$ cat src/rtl/text_console_pkg.sv
// ---------------------------------------------------------------------------
// text_console_pkg
// Shared definitions for the text console sequencer: screen geometry
// defaults, control-code values, the sequencer state encoding, the blank
// fill character and the address helper that places a screen position on
// either the character or the attribute plane.
// Configuration macro: TEXT_CONSOLE_SCROLL_EN (adds the scroll read/write
// states to the state encoding).
// ---------------------------------------------------------------------------
package text_console_pkg;

  localparam int COLS_DEFAULT = 80;
  localparam int ROWS_DEFAULT = 30;
  localparam logic [7:0] DEF_ATTR_DEFAULT = 8'h0F;

  localparam int ADR_W     = 13;
  localparam int POS_W     = 12;
  localparam int PLANE_BIT = 12;

  localparam logic [7:0] CC_BS     = 8'h08;
  localparam logic [7:0] CC_LF     = 8'h0A;
  localparam logic [7:0] CC_FF     = 8'h0C;
  localparam logic [7:0] CC_CR     = 8'h0D;
  localparam logic [7:0] FILL_CHAR = 8'h20;

  typedef enum logic [2:0] {
    S_IDLE    = 3'd0,
    S_WR_CHR  = 3'd1,
    S_WR_ATR  = 3'd2,
    S_NEWLINE = 3'd3,
`ifdef TEXT_CONSOLE_SCROLL_EN
    S_SCR_RD  = 3'd4,
    S_SCR_WR  = 3'd5,
`endif
    S_FILL    = 3'd6,
    S_HOME    = 3'd7
  } state_t;

  // Builds a RAM address from a plane select and a linear screen position.
  function automatic logic [ADR_W-1:0] make_adr(input logic plane,
                                                input logic [POS_W-1:0] pos);
    logic [ADR_W-1:0] a;
    a            = {1'b0, pos};
    a[PLANE_BIT] = plane;
    return a;
  endfunction

endpackage

$ cat src/rtl/text_console_ctrl_bus.sv
// ---------------------------------------------------------------------------
// console_bus_master
// Single-access Wishbone master. A one-cycle start pulse loads address,
// data and direction and raises cyc/stb on the next edge; the access ends
// on the edge where m_ack_i is seen, so cyc/stb drop the cycle after ack.
// done is combinational (cyc & ack) so the sequencer can queue the next
// access on the same edge and keep accesses back to back.
// Ports:
//   clk, rst_n          clock, synchronous active-low reset
//   start, we, adr, dat request from the sequencer
//   done, rdata         completion strobe and read data (valid with done)
//   m_*                 Wishbone master signals
// ---------------------------------------------------------------------------
module console_bus_master
  import text_console_pkg::*;
(
  input  logic             clk,
  input  logic             rst_n,
  input  logic             start,
  input  logic             we,
  input  logic [ADR_W-1:0] adr,
  input  logic [7:0]       dat,
  output logic             done,
  output logic [7:0]       rdata,
  output logic [ADR_W-1:0] m_adr_o,
  output logic [7:0]       m_dat_o,
  input  logic [7:0]       m_dat_i,
  output logic             m_we_o,
  output logic             m_cyc_o,
  output logic             m_stb_o,
  input  logic             m_ack_i
);

  // Bus cycle register: load on start, release on ack.
  always_ff @(posedge clk) begin
    if (!rst_n) begin
      m_cyc_o <= 1'b0;
      m_stb_o <= 1'b0;
      m_we_o  <= 1'b0;
      m_adr_o <= '0;
      m_dat_o <= '0;
    end else if (start && !m_cyc_o) begin
      m_cyc_o <= 1'b1;
      m_stb_o <= 1'b1;
      m_we_o  <= we;
      m_adr_o <= adr;
      m_dat_o <= dat;
    end else if (m_cyc_o && m_ack_i) begin
      m_cyc_o <= 1'b0;
      m_stb_o <= 1'b0;
      m_we_o  <= 1'b0;
    end
  end

  assign done  = m_cyc_o & m_ack_i;
  assign rdata = m_dat_i;

endmodule

$ cat src/rtl/text_console_ctrl.sv
// ---------------------------------------------------------------------------
// text_console_ctrl
// Terminal-style sequencer owning the Wishbone port of the 80x30 text
// character/attribute RAM. Accepts a byte stream, keeps a cursor, and
// issues single bus accesses to place glyphs, clear the screen and scroll.
// Configuration macro: TEXT_CONSOLE_SCROLL_EN
//   defined   - newline on the last row scrolls the screen up one row
//   undefined - newline on the last row wraps to row 0 and blanks it
// Ports:
//   clk, rst_n              clock, synchronous active-low reset
//   ch_valid/ch_data/ch_ready byte stream handshake
//   attr_i                  attribute for the next printable character
//   m_*                     Wishbone master to the text RAM
//   cur_col, cur_row        cursor position
//   busy                    high whenever the sequencer is not idle
// ---------------------------------------------------------------------------
module text_console_ctrl
  import text_console_pkg::*;
#(
  parameter int         COLS     = COLS_DEFAULT,
  parameter int         ROWS     = ROWS_DEFAULT,
  parameter logic [7:0] DEF_ATTR = DEF_ATTR_DEFAULT
) (
  input  logic             clk,
  input  logic             rst_n,
  input  logic             ch_valid,
  input  logic [7:0]       ch_data,
  output logic             ch_ready,
  input  logic [7:0]       attr_i,
  output logic [ADR_W-1:0] m_adr_o,
  output logic [7:0]       m_dat_o,
  input  logic [7:0]       m_dat_i,
  output logic             m_we_o,
  output logic             m_cyc_o,
  output logic             m_stb_o,
  input  logic             m_ack_i,
  output logic [6:0]       cur_col,
  output logic [4:0]       cur_row,
  output logic             busy
);

  localparam logic [6:0]       LAST_COL       = 7'(COLS - 1);
  localparam logic [4:0]       LAST_ROW       = 5'(ROWS - 1);
  localparam logic [POS_W-1:0] COLS_POS       = POS_W'(COLS);
  localparam logic [POS_W-1:0] LAST_COL_POS   = POS_W'(COLS - 1);
  localparam logic [POS_W-1:0] LAST_POS       = POS_W'(COLS * ROWS - 1);
  localparam logic [POS_W-1:0] LAST_ROW_START = POS_W'(COLS * (ROWS - 1));

  state_t           state;
  logic [6:0]       col;
  logic [4:0]       row;
  logic [7:0]       attr_q;
  logic [POS_W-1:0] idx;
  logic [POS_W-1:0] fill_start;
  logic [POS_W-1:0] fill_end;
  logic             plane;
  logic             fill_home;

  logic             start;
  logic             req_we;
  logic [ADR_W-1:0] req_adr;
  logic [7:0]       req_dat;
  logic             done;
  logic [7:0]       rdata;
  logic [POS_W-1:0] pos;

  assign pos      = POS_W'(int'(row) * COLS + int'(col));
  assign ch_ready = (state == S_IDLE);
  assign busy     = (state != S_IDLE);
  assign cur_col  = col;
  assign cur_row  = row;

`ifndef TEXT_CONSOLE_SCROLL_EN
  logic rdata_unused;
  assign rdata_unused = ^rdata;
`endif

  console_bus_master u_bus (
    .clk     (clk),
    .rst_n   (rst_n),
    .start   (start),
    .we      (req_we),
    .adr     (req_adr),
    .dat     (req_dat),
    .done    (done),
    .rdata   (rdata),
    .m_adr_o (m_adr_o),
    .m_dat_o (m_dat_o),
    .m_dat_i (m_dat_i),
    .m_we_o  (m_we_o),
    .m_cyc_o (m_cyc_o),
    .m_stb_o (m_stb_o),
    .m_ack_i (m_ack_i)
  );

  // Sequencer: decodes accepted bytes and walks the glyph, fill and scroll
  // sequences. Every bus request is a one-cycle start pulse issued on the
  // same edge the previous access completes.
  always_ff @(posedge clk) begin
    if (!rst_n) begin
      state      <= S_IDLE;
      col        <= '0;
      row        <= '0;
      attr_q     <= DEF_ATTR;
      idx        <= '0;
      fill_start <= '0;
      fill_end   <= '0;
      plane      <= 1'b0;
      fill_home  <= 1'b0;
      start      <= 1'b0;
      req_we     <= 1'b0;
      req_adr    <= '0;
      req_dat    <= '0;
    end else begin
      start <= 1'b0;
      unique case (state)
        S_IDLE: begin
          if (ch_valid) begin
            attr_q <= attr_i;
            if (ch_data == CC_CR) begin
              col <= '0;
            end else if (ch_data == CC_LF) begin
              col   <= '0;
              state <= S_NEWLINE;
            end else if (ch_data == CC_BS) begin
              if (col != '0) col <= col - 7'd1;
            end else if (ch_data == CC_FF) begin
              idx        <= '0;
              fill_start <= '0;
              fill_end   <= LAST_POS;
              plane      <= 1'b0;
              fill_home  <= 1'b1;
              start      <= 1'b1;
              req_we     <= 1'b1;
              req_adr    <= make_adr(1'b0, '0);
              req_dat    <= FILL_CHAR;
              state      <= S_FILL;
            end else if (ch_data >= FILL_CHAR) begin
              start   <= 1'b1;
              req_we  <= 1'b1;
              req_adr <= make_adr(1'b0, pos);
              req_dat <= ch_data;
              state   <= S_WR_CHR;
            end
          end
        end

        S_WR_CHR: begin
          if (done) begin
            start   <= 1'b1;
            req_we  <= 1'b1;
            req_adr <= make_adr(1'b1, pos);
            req_dat <= attr_q;
            state   <= S_WR_ATR;
          end
        end

        S_WR_ATR: begin
          if (done) begin
            if (col == LAST_COL) begin
              col   <= '0;
              state <= S_NEWLINE;
            end else begin
              col   <= col + 7'd1;
              state <= S_IDLE;
            end
          end
        end

        S_NEWLINE: begin
          if (row != LAST_ROW) begin
            row   <= row + 5'd1;
            state <= S_IDLE;
          end else begin
`ifdef TEXT_CONSOLE_SCROLL_EN
            // Start the upward copy at row 1 of the character plane.
            idx     <= COLS_POS;
            plane   <= 1'b0;
            start   <= 1'b1;
            req_we  <= 1'b0;
            req_adr <= make_adr(1'b0, COLS_POS);
            state   <= S_SCR_RD;
`else
            // Wrap-around console: back to row 0 and blank it.
            row        <= '0;
            idx        <= '0;
            fill_start <= '0;
            fill_end   <= LAST_COL_POS;
            plane      <= 1'b0;
            fill_home  <= 1'b0;
            start      <= 1'b1;
            req_we     <= 1'b1;
            req_adr    <= make_adr(1'b0, '0);
            req_dat    <= FILL_CHAR;
            state      <= S_FILL;
`endif
          end
        end

`ifdef TEXT_CONSOLE_SCROLL_EN
        S_SCR_RD: begin
          if (done) begin
            start   <= 1'b1;
            req_we  <= 1'b1;
            req_adr <= make_adr(plane, idx - COLS_POS);
            req_dat <= rdata;
            state   <= S_SCR_WR;
          end
        end

        // Ascending copy order is what keeps unread source cells intact.
        S_SCR_WR: begin
          if (done) begin
            if (idx == LAST_POS) begin
              if (!plane) begin
                plane   <= 1'b1;
                idx     <= COLS_POS;
                start   <= 1'b1;
                req_we  <= 1'b0;
                req_adr <= make_adr(1'b1, COLS_POS);
                state   <= S_SCR_RD;
              end else begin
                plane      <= 1'b0;
                idx        <= LAST_ROW_START;
                fill_start <= LAST_ROW_START;
                fill_end   <= LAST_POS;
                fill_home  <= 1'b0;
                start      <= 1'b1;
                req_we     <= 1'b1;
                req_adr    <= make_adr(1'b0, LAST_ROW_START);
                req_dat    <= FILL_CHAR;
                state      <= S_FILL;
              end
            end else begin
              idx     <= idx + 12'd1;
              start   <= 1'b1;
              req_we  <= 1'b0;
              req_adr <= make_adr(plane, idx + 12'd1);
              state   <= S_SCR_RD;
            end
          end
        end
`endif

        // Fill the range on the character plane, then the attribute plane.
        S_FILL: begin
          if (done) begin
            if (idx == fill_end) begin
              if (!plane) begin
                plane   <= 1'b1;
                idx     <= fill_start;
                start   <= 1'b1;
                req_we  <= 1'b1;
                req_adr <= make_adr(1'b1, fill_start);
                req_dat <= attr_q;
              end else begin
                plane <= 1'b0;
                state <= fill_home ? S_HOME : S_IDLE;
              end
            end else begin
              idx     <= idx + 12'd1;
              start   <= 1'b1;
              req_we  <= 1'b1;
              req_adr <= make_adr(plane, idx + 12'd1);
              req_dat <= plane ? attr_q : FILL_CHAR;
            end
          end
        end

        S_HOME: begin
          col   <= '0;
          row   <= '0;
          state <= S_IDLE;
        end

        default: state <= S_IDLE;
      endcase
    end
  end

endmodule

$ cat config.mk
export PLATFORM = sky130hd
export DESIGN_NAME = text_console_ctrl
export DESIGN_NICKNAME = d
export VERILOG_FILES = /design/src/rtl/text_console_pkg.sv /design/src/rtl/text_console_ctrl_bus.sv /design/src/rtl/text_console_ctrl.sv
export SDC_FILE = /design/constraint.sdc
export NUM_CORES = 1
export LEC_CHECK = 0
export CELL_PAD_IN_SITES_DETAIL_PLACEMENT = 0
export CELL_PAD_IN_SITES_GLOBAL_PLACEMENT = 1
export CORE_MARGIN = 5
export CORE_UTILIZATION = 40
export DETAILED_ROUTE_END_ITERATION = 16
export MAX_ROUTING_LAYER = met4
export PLACE_DENSITY_LB_ADDON = 0.05
export SLEW_MARGIN = 25
export SYNTH_ARGS = -nofsm -noshare
export SYNTH_HDL_FRONTEND = slang
export SYNTH_SLANG_ARGS = --single-unit
$ cat constraint.sdc
create_clock -name clk -period 6.5 [get_ports clk]
set_input_delay 1.625 -clock clk [delete_from_list [all_inputs] [get_ports clk]]
set_output_delay 1.625 -clock clk [all_outputs]
set_load 0.01 [all_outputs]
==> impl_metrics.py, run 1 <==
metrics = {
    "cells_and_area": {
        "insertedDiodeCount": 0,
        "regArea_um2": 1680,
        "multiInputGateArea_um2": 2920,
        "syn2layout_area_growth_pct": 17.4,
        "layout.nets": 673,
        "drive_above_1_share": 0.0553,
        "finalInstanceArea_um2": 5760,
        "layout.cells.non_filler": 780,
        "filler_cells": 1244,
    },
    "floorplanning": {
        "chipHeight_um": 121,
        "floorplan.core_area_um2": 12000,
        "die_w_um": 121,
        "io_pins": 66,
        "dieArea_um2": 14600,
        "initial_core_utilization": 0.408,
        "std_cell_rows": 40,
    },
    "placement": {
        "dp_cells": 763,
        "dpl_cell_area_um2": 5430,
        "post-dp-hpwl_um": 9700,
        "gpl.final_weighted_congestion": 0.875,
        "pre_cts_ws_ps": 1830,
        "portBuffers": 57,
    },
    "worst_setup_path": {
        "critPathCaptureType": "flop",
        "worstPathRequired_ps": 6670,
        "timing.reg2reg.setup_slack_ps": 3420,
        "worst_ep_arrival_time_ps": 4580,
        "worstPathMaxFanout": 23,
        "critPathKind": "primary input to flop",
        "startpoint_type": "primary input",
    },
    "clock_tree": {
        "cts_inserted_buffers": 9,
        "cts.reportedPaths.clkPinSlew_ps": 60,
        "tritoncts": "done",
        "cts_num_sinks": 84,
        "clk_path_buf_depth": 2,
        "cts_post_setup_buffers_inserted": 0,
        "clkLatencyLatePin_ps": 350,
        "cts_hold_buffers": 0,
        "ctsHtreeMaxLevel": 3,
        "cts_resized": 0,
        "clk_root_buffer_cell": "clkbuf_16",
    },
    "grt": {
        "grt_start_max_net_pins": 65,
        "grtUsageMet1": 0.286,
        "antenna_found_initial": 0,
        "overflow": 0,
        "first_global_vias": 4452,
        "grtUsageMet2": 0.296,
        "grt-busiest-layer": "met2",
        "global_route.usage.met3": 0.0262,
        "grt_first_pass_wirelength_um": 23400,
        "global_route.usage.total": 0.204,
    },
    "synth": {
        "synth-main-ff-cell": "dfxtp_1",
        "yosys_warnings": 0,
        "ys_types": 68,
        "avgSynthCellArea_um2": 8.03,
        "syn_nets": 656,
        "synth_area_um2": 4900,
        "synth.ff_latch_count": 84,
        "synth_edf_count": 0,
        "async_set_or_reset_register_ratio_after_synthesis": 0,
        "yosysSeqAreaShare": 0.343,
        "netlist_instances": 611,
    },
    "routing": {
        "vias": 4719,
        "routed_wl_um": 14300,
        "wl_per_cell_um": 18.3,
        "routed_via_density": 6.05,
        "firstDrtPassIters": 5,
        "dr.first_iter.drc_count": 363,
        "route.detailed.drc": 0,
        "postRouteAntennaNets": 0,
    },
    "power_and_ir_drop": {
        "peakVddDrop_mv": 0.191,
        "p_per_area_nw_per_um2": 378,
        "leakage_nw": 2.04,
    },
    "sta": {
        "timing.final.max_slew_violations": 0,
        "worst_slack_ps": 2090,
        "maxClockFrequency_mhz": 227,
        "timing.final.crit_share": 0.678,
        "timing.clock.skew_ps": 7.38,
        "finalHoldViolCount": 0,
        "setup_viol_count_final": 0,
        "finalCriticalPeriod_ps": 4410,
        "fin_hold_ws_ps": 452,
        "grt_setup_unrepaired": "false",
        "worst_pin_slew_ps": 895,
        "totalNegativeSetupSlack_ps": 0,
        "relSlewSlack": 0.402,
    },
    "job": {
        "drv_cap": 0,
    },
    "outcome": {
        "result_of_the_run": "completed",
    },
    "hold_path": {
        "worst_hold_path_type": "flop to flop",
    },
}
==> worst paths after layout <==
check | from | end | depth (start not counted)
worst max-delay path | ch_data[5] | req_dat[6] | 7
worst min-delay path | u_bus.m_adr_o[6] | u_bus.m_adr_o[6] | 2
worst max register to register | state[1] | req_dat[6] | 5
worst min register to register | u_bus.m_adr_o[6] | u_bus.m_adr_o[6] | 2
==> layout make-up <==
| type | count | area share |
|---|---|---|
| timing repair buffer | 63 | 0.106 |
| sequential | 84 | 0.292 |
| tap | 147 | 0.0319 |
| inverter | 10 | 0.00652 |
| multi-input combinational | 460 | 0.508 |
| clock inverter | 5 | 0.0150 |
| clock buffer | 11 | 0.0404 |
==> synth_stat cells, types with 4 or more instances <==
| library cell | n | area [um^2] |
|---|---|---|
| o211ai_1 | 4 | 30.0 |
| nor2_1 | 26 | 97.6 |
| o21ai_0 | 28 | 140 |
| a31oi_1 | 7 | 43.8 |
| nand4b_1 | 5 | 43.8 |
| nand3_1 | 24 | 120 |
| o21a_1 | 4 | 30.0 |
| or3_1 | 5 | 31.3 |
| nand2_1 | 95 | 357 |
| nor2b_1 | 5 | 31.3 |
| nand2b_1 | 5 | 31.3 |
| a22oi_1 | 12 | 90.1 |
| a221oi_1 | 4 | 35.0 |
| a21oi_1 | 58 | 290 |
| ha_1 | 15 | 188 |
| buf_6 | 5 | 56.3 |
| a211oi_1 | 17 | 128 |
| xor2_1 | 8 | 70.1 |
| and2_1 | 4 | 25.0 |
| inv_1 | 9 | 33.8 |
| xnor2_1 | 7 | 61.3 |
| or4_1 | 5 | 37.5 |
| nor3_1 | 10 | 50.1 |
| and3_1 | 4 | 25.0 |
| a41oi_1 | 22 | 193 |
| nand4_1 | 11 | 68.8 |
| dfxtp_1 | 84 | 1680 |
| clkbuf_1 | 42 | 158 |
| nand3b_1 | 7 | 52.6 |
| o31ai_1 | 5 | 37.5 |
| a311oi_1 | 9 | 78.8 |
| buf_2 | 6 | 30.0 |
==> sequential cells by signal (all words and copies together) (netlist names), 2 cells and up <==
signal,count
attr_q,8
state,3
cur_row,5
cur_col,7
req_dat,8
u_bus.m_adr_o,13
req_adr,13
u_bus.m_dat_o,8
fill_end,2
idx,12
==> critical path: stages <==
cell,delay (ps)
clkdlybuf4s50_1,450
nor3_1,460
nand3_1,500
nand3_1,230
buf_4,280
and4_1,810
a311oi_1,220
==> where the power goes <==
group | leakage (nW) | total, W | internal (W) | switching [W]
Combinational | 1.20 | 0.000868 | 0.000364 | 0.000504
Clock | 0.154 | 0.000558 | 0.000339 | 0.000219
Sequential | 0.685 | 0.000750 | 0.000629 | 0.000121
==> cell families (layout without fill, tap and decap cells) <==
group | count (synthesis) | after routing | synth area share
fa+ha+maj | 17 | 17 | 0.0464
xor+xnor | 16 | 16 | 0.0314
flops | 84 | 84 | 0.343
simple gates | 222 | 222 | 0.227
compound gates | 202 | 202 | 0.283
buf+inv | 67 | 89 | 0.0628
mux | 3 | 3 | 0.00612
==> stage by stage <==
stage,total power (W),utilization
2_1_floorplan,0.00138,-
3_3_place_gp,0.00161,0.452
3_5_place_dp,0.00162,0.452
4_1_cts,0.00218,0.479
5_1_grt,0.00232,0.479
6_report,0.00218,0.479
==> per-layer routing <==
layer | share of wire | vias up
li1 | - | 2313
met3 | 0.038 | 26
met1 | 0.51 | 2262
met4 | 0.019 | 0
met5 | 0 | -
met2 | 0.44 | 118
==> cell usage in the layout, fill, tap and decap left out, types with 8 or more instances in the layout <==
cell              n
a22oi_1          12
clkdlybuf4s50_1  57
nand3_1          24
xor2_1            8
inv_1             9
a41oi_1          22
ha_1             15
nand2_1          95
a21oi_1          57
clkbuf_16         9
o21ai_0          28
a211oi_1         16
nand4_1          11
nor2_1           26
a311oi_1          9
dfxtp_1          84
nor3_1           10
(Power assumes the default switching activity.)
==> inputs of run 2 (changes only) <==
- clock period: 6.5 -> 4.31 ns (I/O delays scaled with it)
==> run 2 against run 1 <==
First-iteration DRC count decreased by 6.3%; wire length decreased by 1.8%; via count fell by 0.93%; sequential share of layout area shrank 0.18 points; global-route usage decreased by 0.47 points; clock skew about the same; non-clock buffer count up 5.
==> impl_metrics.py, run 2 (synthesis results as in run 1) <==
metrics = {
    "power_and_ir_drop": {
        "sw_frac_of_total": 0.383,
        "p_per_area_nw_per_um2": 566,
        "sequentialPowerShare": 0.345,
        "peakVddDrop_mv": 0.245,
        "internal_power_w": 0.00202,
        "leakage_nw": 2.06,
        "net_switching_power_of_the_design_w": 0.00125,
        "power.share.combinational": 0.399,
        "p_clk_frac": 0.255,
    },
    "sta": {
        "maxClockFrequency_mhz": 305,
        "fin_hold_ws_ps": 451,
        "grt_setup_unrepaired": "false",
        "setup_viol_count_final": 0,
        "timing.clock.skew_ps": 7.64,
        "finalHoldViolCount": 0,
        "worst_pin_slew_ps": 734,
        "timing.final.crit_share": 0.760,
        "timing.final.max_slew_violations": 0,
        "totalNegativeSetupSlack_ps": 0,
        "finalCriticalPeriod_ps": 3270,
        "relSlewSlack": 0.511,
    },
    "clock_tree": {
        "clk_root_buffer_cell": "clkbuf_16",
        "clkLatencyLatePin_ps": 340,
        "cts_post_setup_buffers_inserted": 0,
        "ctsHtreeMaxLevel": 3,
        "cts_num_sinks": 84,
        "tritoncts": "done",
        "cts_hold_buffers": 0,
        "cts_inserted_buffers": 9,
        "clk_path_buf_depth": 2,
        "cts_resized": 0,
        "cts.reportedPaths.clkPinSlew_ps": 60,
    },
    "grt": {
        "global_route.usage.total": 0.199,
        "first_global_vias": 4325,
        "grt_start_max_net_pins": 65,
        "grt_first_pass_wirelength_um": 22700,
        "overflow": 0,
        "antenna_found_initial": 0,
    },
    "routing": {
        "routed_wl_um": 14000,
        "postRouteAntennaNets": 0,
        "vias": 4675,
        "wl_per_cell_um": 17.8,
        "firstDrtPassIters": 5,
        "dr.first_iter.drc_count": 340,
        "routed_via_density": 5.96,
        "route.detailed.drc": 0,
    },
    "job": {
        "drv_cap": 0,
    },
    "worst_setup_path": {
        "critPathCaptureType": "output port",
        "worstPathMaxFanout": 19,
        "worst_ep_arrival_time_ps": 2200,
        "worstPathRequired_ps": 3230,
        "critPathKind": "flop to output port",
        "startpoint_type": "flop",
    },
    "cells_and_area": {
        "final_cell_mix": "95 x nand2_1, 84 x dfxtp_1, 57 x a21oi_1, 57 x clkdlybuf4s50_1, 28 x o21ai_0",
        "multiInputGateArea_um2": 2920,
        "syn2layout_area_growth_pct": 18.1,
        "drive_above_1_share": 0.0611,
        "insertedDiodeCount": 0,
        "filler_cells": 1200,
        "regArea_um2": 1680,
        "layout.nets": 678,
        "most_common_cell_after_layout_fill_and_taps_aside": "nand2_1",
        "top_regs": "req_adr (13), u_bus.m_adr_o (13), idx (12)",
    },
    "floorplanning": {
        "io_pins": 66,
        "std_cell_rows": 40,
        "floorplan.core_area_um2": 12000,
        "initial_core_utilization": 0.408,
        "die_w_um": 121,
        "chipHeight_um": 121,
        "dieArea_um2": 14600,
    },
    "placement": {
        "portBuffers": 57,
        "gpl.final_weighted_congestion": 0.879,
        "post-dp-hpwl_um": 9710,
    },
    "outcome": {
        "result_of_the_run": "completed",
    },
    "hold_path": {
        "worst_hold_path_type": "flop to flop",
    },
}
==> run 2: final timing paths <==
check,depth (start not counted),end,slack [ps],startpoint
setup / recovery,4,ch_ready,1040,state[1]
hold / removal,2,u_bus.m_adr_o[1],450,u_bus.m_adr_o[1]
setup reg to reg,6,req_adr[11],1540,idx[2]
hold reg to reg,2,u_bus.m_adr_o[1],450,u_bus.m_adr_o[1]
==> run 2: final cells by class <==
class,instances,share of cell area
clock buffers,11,0.0402
clock inverters,5,0.0149
inverters,10,0.00648
multi-input cells,460,0.504
flip-flops and latches,84,0.290
well taps,147,0.0317
repair buffers,68,0.113
==> run 2: through the flow <==
step	total power (W)	setup slack (ps)	util	area, um^2	instances
2_1_floorplan	0.00208	1610	-	4900	611
3_3_place_gp	0.00244	826	0.455	5460	768
3_5_place_dp	0.00245	806	0.455	5470	768
4_1_cts	0.00330	1020	0.482	5790	784
5_1_grt	0.00351	874	0.482	5790	785
6_report	0.00328	1040	0.482	5790	785
==> run 2: critical path, stage by stage (launching register included) <==
cell             delay, ps
dfxtp_1                500
nor2_1                 280
nand2_1                160
inv_1                  300
clkdlybuf4s50_1        610
==> run 2: power by group through the flow <==
| stage | registers [W] | clock network (W) | logic (W) |
|---|---|---|---|
| 2_1_floorplan | 0.00107 | 0 | 0.00101 |
| 3_3_place_gp | 0.00114 | 0 | 0.00129 |
| 3_5_place_dp | 0.00114 | 0 | 0.00131 |
| 4_1_cts | 0.00113 | 0.000856 | 0.00131 |
| 5_1_grt | 0.00116 | 0.000891 | 0.00146 |
| 6_report | 0.00113 | 0.000837 | 0.00131 |
==> run 2: per-layer routing <==
layer	vias up	wire length [um]	global-route usage
li1	2324	-	-
met1	2216	7030	0.277
met2	108	6120	0.286
met3	27	540	0.0355
met4	0	321	0.0800
met5	-	0	-
